<file path="config.mk">
export PLATFORM = sky130hd
export DESIGN_NAME = control_relojes
export DESIGN_NICKNAME = d
export VERILOG_FILES = /design/src/rtl/ctrl_relojes_pkg.sv /design/src/rtl/contador_div.sv /design/src/rtl/control_relojes.sv
export SDC_FILE = /design/constraint.sdc
export NUM_CORES = 1
export LEC_CHECK = 0
export ABC_CLOCK_PERIOD_IN_PS = 1800
export BUFFER_PORTS_ARGS = -buffer_cell sky130_fd_sc_hd__clkbuf_2
export CORE_UTILIZATION = 52
export CTS_CLUSTER_SIZE = 16
export DETAILED_ROUTE_END_ITERATION = 16
export GPL_TIMING_DRIVEN = 1
export PLACE_DENSITY_LB_ADDON = 0.1
export SYNTH_ARGS = -nofsm -noshare
export SYNTH_HDL_FRONTEND = slang
export SYNTH_HIERARCHICAL = 1
export SYNTH_SLANG_ARGS = --single-unit
</file>
<file path="constraint.sdc">
create_clock -name clk32f -period 1.8 [get_ports clk32f]
set_input_delay 0.36 -clock clk32f [delete_from_list [all_inputs] [get_ports clk32f]]
set_output_delay 0.36 -clock clk32f [all_outputs]
set_load 0.03 [all_outputs]
</file>
<file path="src/rtl/ctrl_relojes_pkg.sv">
// ---------------------------------------------------------------------------
// ctrl_relojes_pkg
// Shared definitions for the clk32f-derived clock controller:
//   - state_t   : controller state encoding (HOLD / RUN)
//   - M_*       : bit positions inside the 3-bit gating mask
//   - DIV*      : divide ratios of the three derived clocks
//   - B*        : counter width that spans one period of each derived clock
// ---------------------------------------------------------------------------
package ctrl_relojes_pkg;

  typedef enum logic {
    HOLD = 1'b0,
    RUN  = 1'b1
  } state_t;

  // Gating mask bit positions
  localparam int M_4F = 2;
  localparam int M_2F = 1;
  localparam int M_1F = 0;

  // Divide ratios relative to clk32f
  localparam int DIV4F = 8;
  localparam int DIV2F = 16;
  localparam int DIV1F = 32;

  // Number of low counter bits covering one period of each derived clock.
  // The MSB of each field is the derived clock itself.
  localparam int B4F = $clog2(DIV4F);
  localparam int B2F = $clog2(DIV2F);
  localparam int B1F = $clog2(DIV1F);

endpackage

</file>
<file path="src/rtl/contador_div.sv">
// ---------------------------------------------------------------------------
// contador_div
// Free-running CNT_W-bit wrap counter with terminal-count decode for the
// three derived clock periods.
//   clk32f : clock
//   rst    : asynchronous active-high reset (counter to 0)
//   en     : count enable; counter holds its value while low
//   cnt    : current count
//   tc4    : low B4F bits all ones (last cycle of a clk4f period)
//   tc2    : low B2F bits all ones (last cycle of a clk2f period)
//   tc1    : whole counter all ones (last cycle of a clk period)
// ---------------------------------------------------------------------------
module contador_div
  import ctrl_relojes_pkg::*;
#(
  parameter int CNT_W = 5
) (
  input  logic             clk32f,
  input  logic             rst,
  input  logic             en,
  output logic [CNT_W-1:0] cnt,
  output logic             tc4,
  output logic             tc2,
  output logic             tc1
);

  // NOTE: sequential state is updated only with non-blocking assignments so
  // every register samples the pre-edge values of the others.
  always_ff @(posedge clk32f or posedge rst) begin
    if (rst) begin
      cnt <= '0;
    end else if (en) begin
      cnt <= cnt + CNT_W'(1);
    end
  end

  assign tc4 = &cnt[B4F-1:0];
  assign tc2 = &cnt[B2F-1:0];
  assign tc1 = &cnt;

endmodule

</file>
<file path="src/rtl/control_relojes.sv">
// ---------------------------------------------------------------------------
// control_relojes
// Sequencing and gating controller for the clk32f-derived clock tree.
// After reset it holds all outputs low for HOLD_CYCLES cycles, then runs the
// divide counter and produces the gated clk4f/clk2f/clk waveforms and their
// end-of-period strobes. Mask changes arrive through a req/ack handshake and
// only take effect on the counter wrap, where every derived clock is low.
//
// Ports
//   clk32f    : sole clock, all logic on posedge
//   rst       : asynchronous active-high reset
//   gate_req  : level request to load gate_mask, held until gate_ack
//   gate_mask : requested mask {clk4f, clk2f, clk}, stable while gate_req=1
//   gate_ack  : one-cycle pulse in the cycle the new mask becomes active
//   clk4f_out : clk32f/8, gated by mask bit 2
//   clk2f_out : clk32f/16, gated by mask bit 1
//   clk_out   : clk32f/32, gated by mask bit 0
//   en4f      : strobe in the last clk32f cycle of each clk4f period
//   en2f      : strobe in the last clk32f cycle of each clk2f period
//   en1f      : strobe in the last clk32f cycle of each clk period
//   listo     : derived clocks valid
//   fase      : current divide-counter value
// ---------------------------------------------------------------------------
module control_relojes
  import ctrl_relojes_pkg::*;
#(
  parameter int          CNT_W       = 5,
  parameter int          HOLD_CYCLES = 8,
  parameter logic [2:0]  MASK_RST    = 3'b111
) (
  input  logic             clk32f,
  input  logic             rst,
  input  logic             gate_req,
  input  logic [2:0]       gate_mask,
  output logic             gate_ack,
  output logic             clk4f_out,
  output logic             clk2f_out,
  output logic             clk_out,
  output logic             en4f,
  output logic             en2f,
  output logic             en1f,
  output logic             listo,
  output logic [CNT_W-1:0] fase
);

  state_t           state;
  logic [7:0]       hold_cnt;
  logic [2:0]       mask_act;
  logic [2:0]       pend_mask;
  logic             pend;

  logic [CNT_W-1:0] cnt;
  logic             tc4;
  logic             tc2;
  logic             tc1;
  logic             run;
  logic             hold_last;
  logic             capture;
  logic             apply;

  assign run       = (state == RUN);
  assign hold_last = (hold_cnt == 8'(HOLD_CYCLES - 1));

  // A new request is taken only when nothing is pending and the previous
  // ack is not being shown; a requester still holding gate_req one cycle
  // after its ack is therefore seen as a fresh request.
  assign capture = gate_req && !pend && !gate_ack;

  // Pending masks are applied either on the HOLD->RUN edge or on the edge
  // leaving cnt==all-ones, so the new mask starts at cnt=0 where every
  // derived clock is low and no runt pulse can appear.
  assign apply = pend && ((state == HOLD) ? hold_last : tc1);

  contador_div #(
    .CNT_W (CNT_W)
  ) u_contador (
    .clk32f (clk32f),
    .rst    (rst),
    .en     (run),
    .cnt    (cnt),
    .tc4    (tc4),
    .tc2    (tc2),
    .tc1    (tc1)
  );

  always_ff @(posedge clk32f or posedge rst) begin
    if (rst) begin
      state     <= HOLD;
      hold_cnt  <= '0;
      mask_act  <= MASK_RST;
      pend_mask <= MASK_RST;
      pend      <= 1'b0;
      gate_ack  <= 1'b0;
    end else begin
      gate_ack <= 1'b0;

      if (capture) begin
        pend      <= 1'b1;
        pend_mask <= gate_mask;
      end

      case (state)
        HOLD: begin
          hold_cnt <= hold_cnt + 8'd1;
          if (hold_last) begin
            state <= RUN;
          end
        end
        RUN: begin
          hold_cnt <= hold_cnt;
        end
      endcase

      if (apply) begin
        mask_act <= pend_mask;
        pend     <= 1'b0;
        gate_ack <= 1'b1;
      end
    end
  end

  // Outputs are pure decodes of registered state, so an asynchronous reset
  // forces all of them low in the same instant.
  assign clk4f_out = run & cnt[B4F-1]   & mask_act[M_4F];
  assign clk2f_out = run & cnt[B2F-1]   & mask_act[M_2F];
  assign clk_out   = run & cnt[CNT_W-1] & mask_act[M_1F];
  assign en4f      = run & tc4 & mask_act[M_4F];
  assign en2f      = run & tc2 & mask_act[M_2F];
  assign en1f      = run & tc1 & mask_act[M_1F];
  assign listo     = run;
  assign fase      = cnt;

  // The ack always lands in the first cycle of a new counter period.
  ack_at_wrap: assert property (
    @(posedge clk32f) disable iff (rst) gate_ack |-> (run && cnt == '0)
  );

  // Nothing but listo and the counter may move while in HOLD.
  quiet_in_hold: assert property (
    @(posedge clk32f) disable iff (rst)
      !run |-> !(clk4f_out || clk2f_out || clk_out || en4f || en2f || en1f)
  );

endmodule

</file>
Word-level counts from Yosys, hierarchy flattened
Index checks and enable logic that the tools add are counted.
Storage, ports and cells
  bits in registers: 22
  input bits: 6
  output and inout bits: 13
  word-level logic and storage cells: 38
Operators by class
  add/sub/neg operators: 2
  equality and inequality tests: 1
  mux-type cells: 7
  bitwise gates (word level): 12
  reductions and logical operators: 9
Operators with widths (number)
  $and A1 B1 Y1: 12
  $add A8 B1 Y8 const B: 1
  $eq A8 B3 Y1 const B: 1
  $mux W8: 1
  $mux W1: 6
  $add A5 B1 Y5 const B: 1
  $reduce_and A5 Y1: 1
  $reduce_and A4 Y1: 1
  $logic_and A1 B1 Y1: 3
  $reduce_and A3 Y1: 1
  $logic_not A1 Y1: 2
  $reduce_bool A2 Y1: 1

Longest topological paths before layout
  depth in word-level cells: 5
  mapped depth: 6
  gate-level depth less buffers: 6

Modules after synthesis
Netlist, hierarchy kept.
By module, submodules not included
  control_relojes: instances 1, cells each 65, area each 775.7 um^2, sequential area each 432.9 um^2
  contador_div: instances 1, cells each 16, area each 230.2 um^2, sequential area each 125.1 um^2

Worst setup path after synthesis
Ideal clock, no wire load.
  path type: flip-flop to output port
  start: register u_contador.cnt[0]
  end: output en1f
  arrival time: 1.435 ns
  required time: 1.440 ns
  path slack: 0.005 ns
  stages on the path, launching flop included: 5
  buffers on the path: 0
  cells stage by stage: dfrtp_1 > ha_1 > and3_1 > ha_1 > and3_1
On the way
  longest elaborated chain between the ends: 3
RTL lines
  start: declaration: line contador_div.sv:21  | output logic [CNT_W-1:0] cnt,
  start signal: assignment: line contador_div.sv:33  | cnt <= cnt + CNT_W'(1);
  $reduce_and A5 Y1: line contador_div.sv:39  | assign tc1 = &cnt;
  net tc1: line control_relojes.sv:55  | logic tc1;
  $and A1 B1 Y1 (2 in series): line control_relojes.sv:129  | assign en1f = run & tc1 & mask_act[M_1F];
  end: declaration: line control_relojes.sv:41  | output logic en1f,
The timed path passes the listed nets, and every way through them passes these cells.

Final worst setup path
Ends and elaborated chain as after synthesis.

==> metrics.md <==
| Metric | Value |
|---|---|
| Largest net degree at the start of global routing | 18 |
| CP startpoint | u_contador/cnt[0]$_DFFE_PP0P_ |
| Predominant post-synthesis flop cell | dfrtp_1 |
| Synth cell types | 23 |
| Clock latency on the worst-skew pair | 0.31 ns |
| Drt first pass iters | 4 |
| Synth Cell Area | 1006 µm² |
| Top Metal Used | met4 |
| Vias in the first global route | 704 |
| Max Cap Viol | 0 |
| Initial DRC Count | 8 |
| Core area | 1764 µm² |
| CTS Sinks | 22 |
| Routed via count | 704 |
| # H-tree levels | 1 |
| Total chip power | 1.207 mW |
| WP data required | 1.44 ns |
| Top-count cell post-synth | dfrtp_1 |
| Final nets | 120 |
| Max Clk Rate | 527.3 MHz |
| Failing checks | negative setup slack |
| Switching Share | 0.2382 |
| Total GRT Usage | 0.1970 |
| CP Launch Type | register |
| Commonest cells in the netlist | dfrtp_1, and3_1, xnor2_1 |
| Reg2reg start | hold_cnt[0]$_DFFE_PP0N_ |
| Met2 routed wirelength | 937 µm |
| Clk buf depth | 2 |
| # IOs | 19 |
| Main area contributors after synthesis | dfrtp_1, dfstp_2, mux2_2, xnor2_1, and3_1 |
| CTS Buf Count | 3 |
| Switch Pwr | 287.6 µW |
| Slew headroom | 0.5767 |
| Max FO, Critical Path | 2 |
| Number of remaining DRC errors | 0 |
| Cells after Synth | 81 |
| Initial Util | 0.5702 |
| Number of synthesized flops with an enable pin | 0 |
| WL met3 | 40 µm |
| Share of cells above drive strength 1 | 0.4587 |
| Clock share of power | 0.308 |
| Flop pwr share | 0.556 |
| Crit path DAT | 1.54 ns |
| CP endpoint kind | output pin |
| Max Slew Vio Count | 0 |
| Port buffer count | 18 |
| Synth top area share | 0.3980 |
| Status | finished with violations |
| Leak Pwr | 0.6016 nW |
| Initial antenna violation count | 0 |
| Syn Area/Cell | 12.42 µm² |
| Chip height | 45.99 µm |
| PD cells | 927.7 nW/µm² |
| Post-DP HPWL | 1.262 mm |
| Global-route wire length before repair | 2.884 mm |
| FF-to-FF End | pend$_DFFE_PP0P_ |
| Die area | 2115 µm² |
| Setup ws final | -0.09646 ns |
| Post-synth ARST share | 1.000 |
| GPL Wtd Cong | 0.7450 |
| Count of final hold-check violations | 0 |
| Internal Pwr Total | 919.5 µW |
| Die width | 45.99 µm |
| RSZ-0062 raised after global routing | yes |
| Yosys reg bits | 22 |
| CTS tree | built |
| HP Class | in2reg |
| Congestion Overflow GR | 0 |
| # rows | 15 |
| VDD IR max | 0.5955 mV |
| Combinational cell fraction of total power | 0.136 |
| Register area share after synthesis | 0.5547 |
| Root Driver | clkbuf_4 |
| Fin crit share | 1.054 |
| Worst-Margin Slew | 0.6343 ns |
| Worst reg-to-reg path cell count | 4 |
| Final Critical Period | 1.896 ns |
| M1 WL | 819 µm |
| Crit path kind | reg2out |
| Ys Warns | 6 |
| Final setup fails | 2 |
| Area grow syn2layout | 29.35% |
| WL final | 1.813 mm |
| Via-to-Cell Ratio | 5.254 |
| Synth area leader | dfrtp_1 |
| Routed wire length per instance | 13.53 µm |
| Clock slew at reported path FFs | 0.13 ns |
| Filler Cells Inserted | 131 |
| Syn nets | 91 |
| Worst hold slack | 0.2789 ns |
| Worst setup endpoint | en1f |
| Antenna cells | 0 |
| Final ANT Viol Nets | 0 |
| Worst Skew | 0.01017 ns |
| Reg2reg setup slack | 0.25 ns |
## per-stage QoR
step	setup slack, ns	area, µm²	TNS [ns]	std cells	utilization
global route	-0.1500	1301	-0.2397	134	0.7376
finish	-0.09646	1301	-0.1032	134	0.7376
detailed placement	0.06534	1139	0	125	0.6454
CTS	-0.1114	1274	-0.1375	133	0.7220
floorplan	0.005370	1006	0	81	-
global placement	0.1093	1139	0	125	0.6454
## cell usage in the layout, fill, tap and decap left out, types with 3 or more instances in the layout
master	count
dfrtp_1	15
clkbuf_2	15
xnor2_1	8
nand2_1	7
mux2_2	7
nand3_1	6
dfstp_2	6
buf_4	6
and3_1	5
o22ai_1	3
and3_4	3
clkbuf_4	3
## power groups by stage
stage          Clock [mW]  Combinational, mW  Sequential, mW
3_3_place_gp            0              0.158           0.674
4_1_cts             0.385              0.166           0.670
5_1_grt             0.407              0.182           0.684
3_5_place_dp            0              0.164           0.677
2_1_floorplan           0              0.132           0.656
6_report            0.372              0.164           0.672
## final cells by class
class,count,area (µm²),share of cell area
Sequential cell,22,559.3,0.4298
Clock inverter,1,30.03,0.02308
Tap cell,25,31.28,0.02404
Inverter,2,7.507,0.005769
Clock buffer,3,22.52,0.01731
Multi-Input combinational cell,56,479.2,0.3683
Timing Repair Buffer,25,171.4,0.1317
## cells by family (layout without fill, tap and decap cells)
kind of cell	after synthesis	after routing	share of synthesized area
XOR/XNOR	9	9	0.07836
AO/OA/AOI/OAI	6	6	0.04230
flip-flops	22	22	0.5547
adder cells (fa/ha/maj)	4	4	0.04975
AND/OR/NAND/NOR	30	30	0.1853
buffers and inverters	3	31	0.01119
multiplexers	7	7	0.07836
## critical path: stages (launching register included)
cell and delay, ns:
dfrtp_1 0.41, ha_2 0.19, and3_4 0.19, ha_4 0.15
and3_4 0.17, buf_8 0.13
## what timing repair did
| action | in CTS | in global routing |
|---|---|---|
| gates resized for setup | 11 | 8 |
| setup endpoints to repair | 3 | 6 |
| hold buffers | 1 | 0 |
| endpoints found under the hold margin | 5 | 0 |
| setup buffers | 3 | 1 |
| pin swaps | 2 | 1 |
## worst min-delay path by stage
stage	start	end	slack (ns)	cells after the start
after floorplan	rst	u_contador/cnt[0]$_DFFE_PP0P_	0.14	1
after global placement	rst	u_contador/cnt[1]$_DFFE_PP0P_	0.25	2
after detailed placement	rst	u_contador/cnt[1]$_DFFE_PP0P_	0.26	2
after CTS	gate_mask[2]	pend_mask[2]$_DFFE_PP1P_	0.27	2
after global routing	gate_mask[2]	pend_mask[2]$_DFFE_PP1P_	0.26	2
final	gate_mask[1]	pend_mask[1]$_DFFE_PP1P_	0.28	2
## sequential cells by signal, indices dropped and copies added, names as in the netlist
register        cells
pend_mask           3
mask_act            3
gate_ack            1
listo               1
u_contador/cnt      5
pend                1
hold_cnt            8
## routing by layer
| layer | track usage | vias up |
|---|---|---|
| li1 | - | 346 |
| met1 | 0.2327 | 343 |
| met2 | 0.3437 | 13 |
| met3 | 0.03571 | 2 |
| met4 | 0.08824 | 0 |
| met5 | 0 | - |
(Power assumes the default switching activity.)
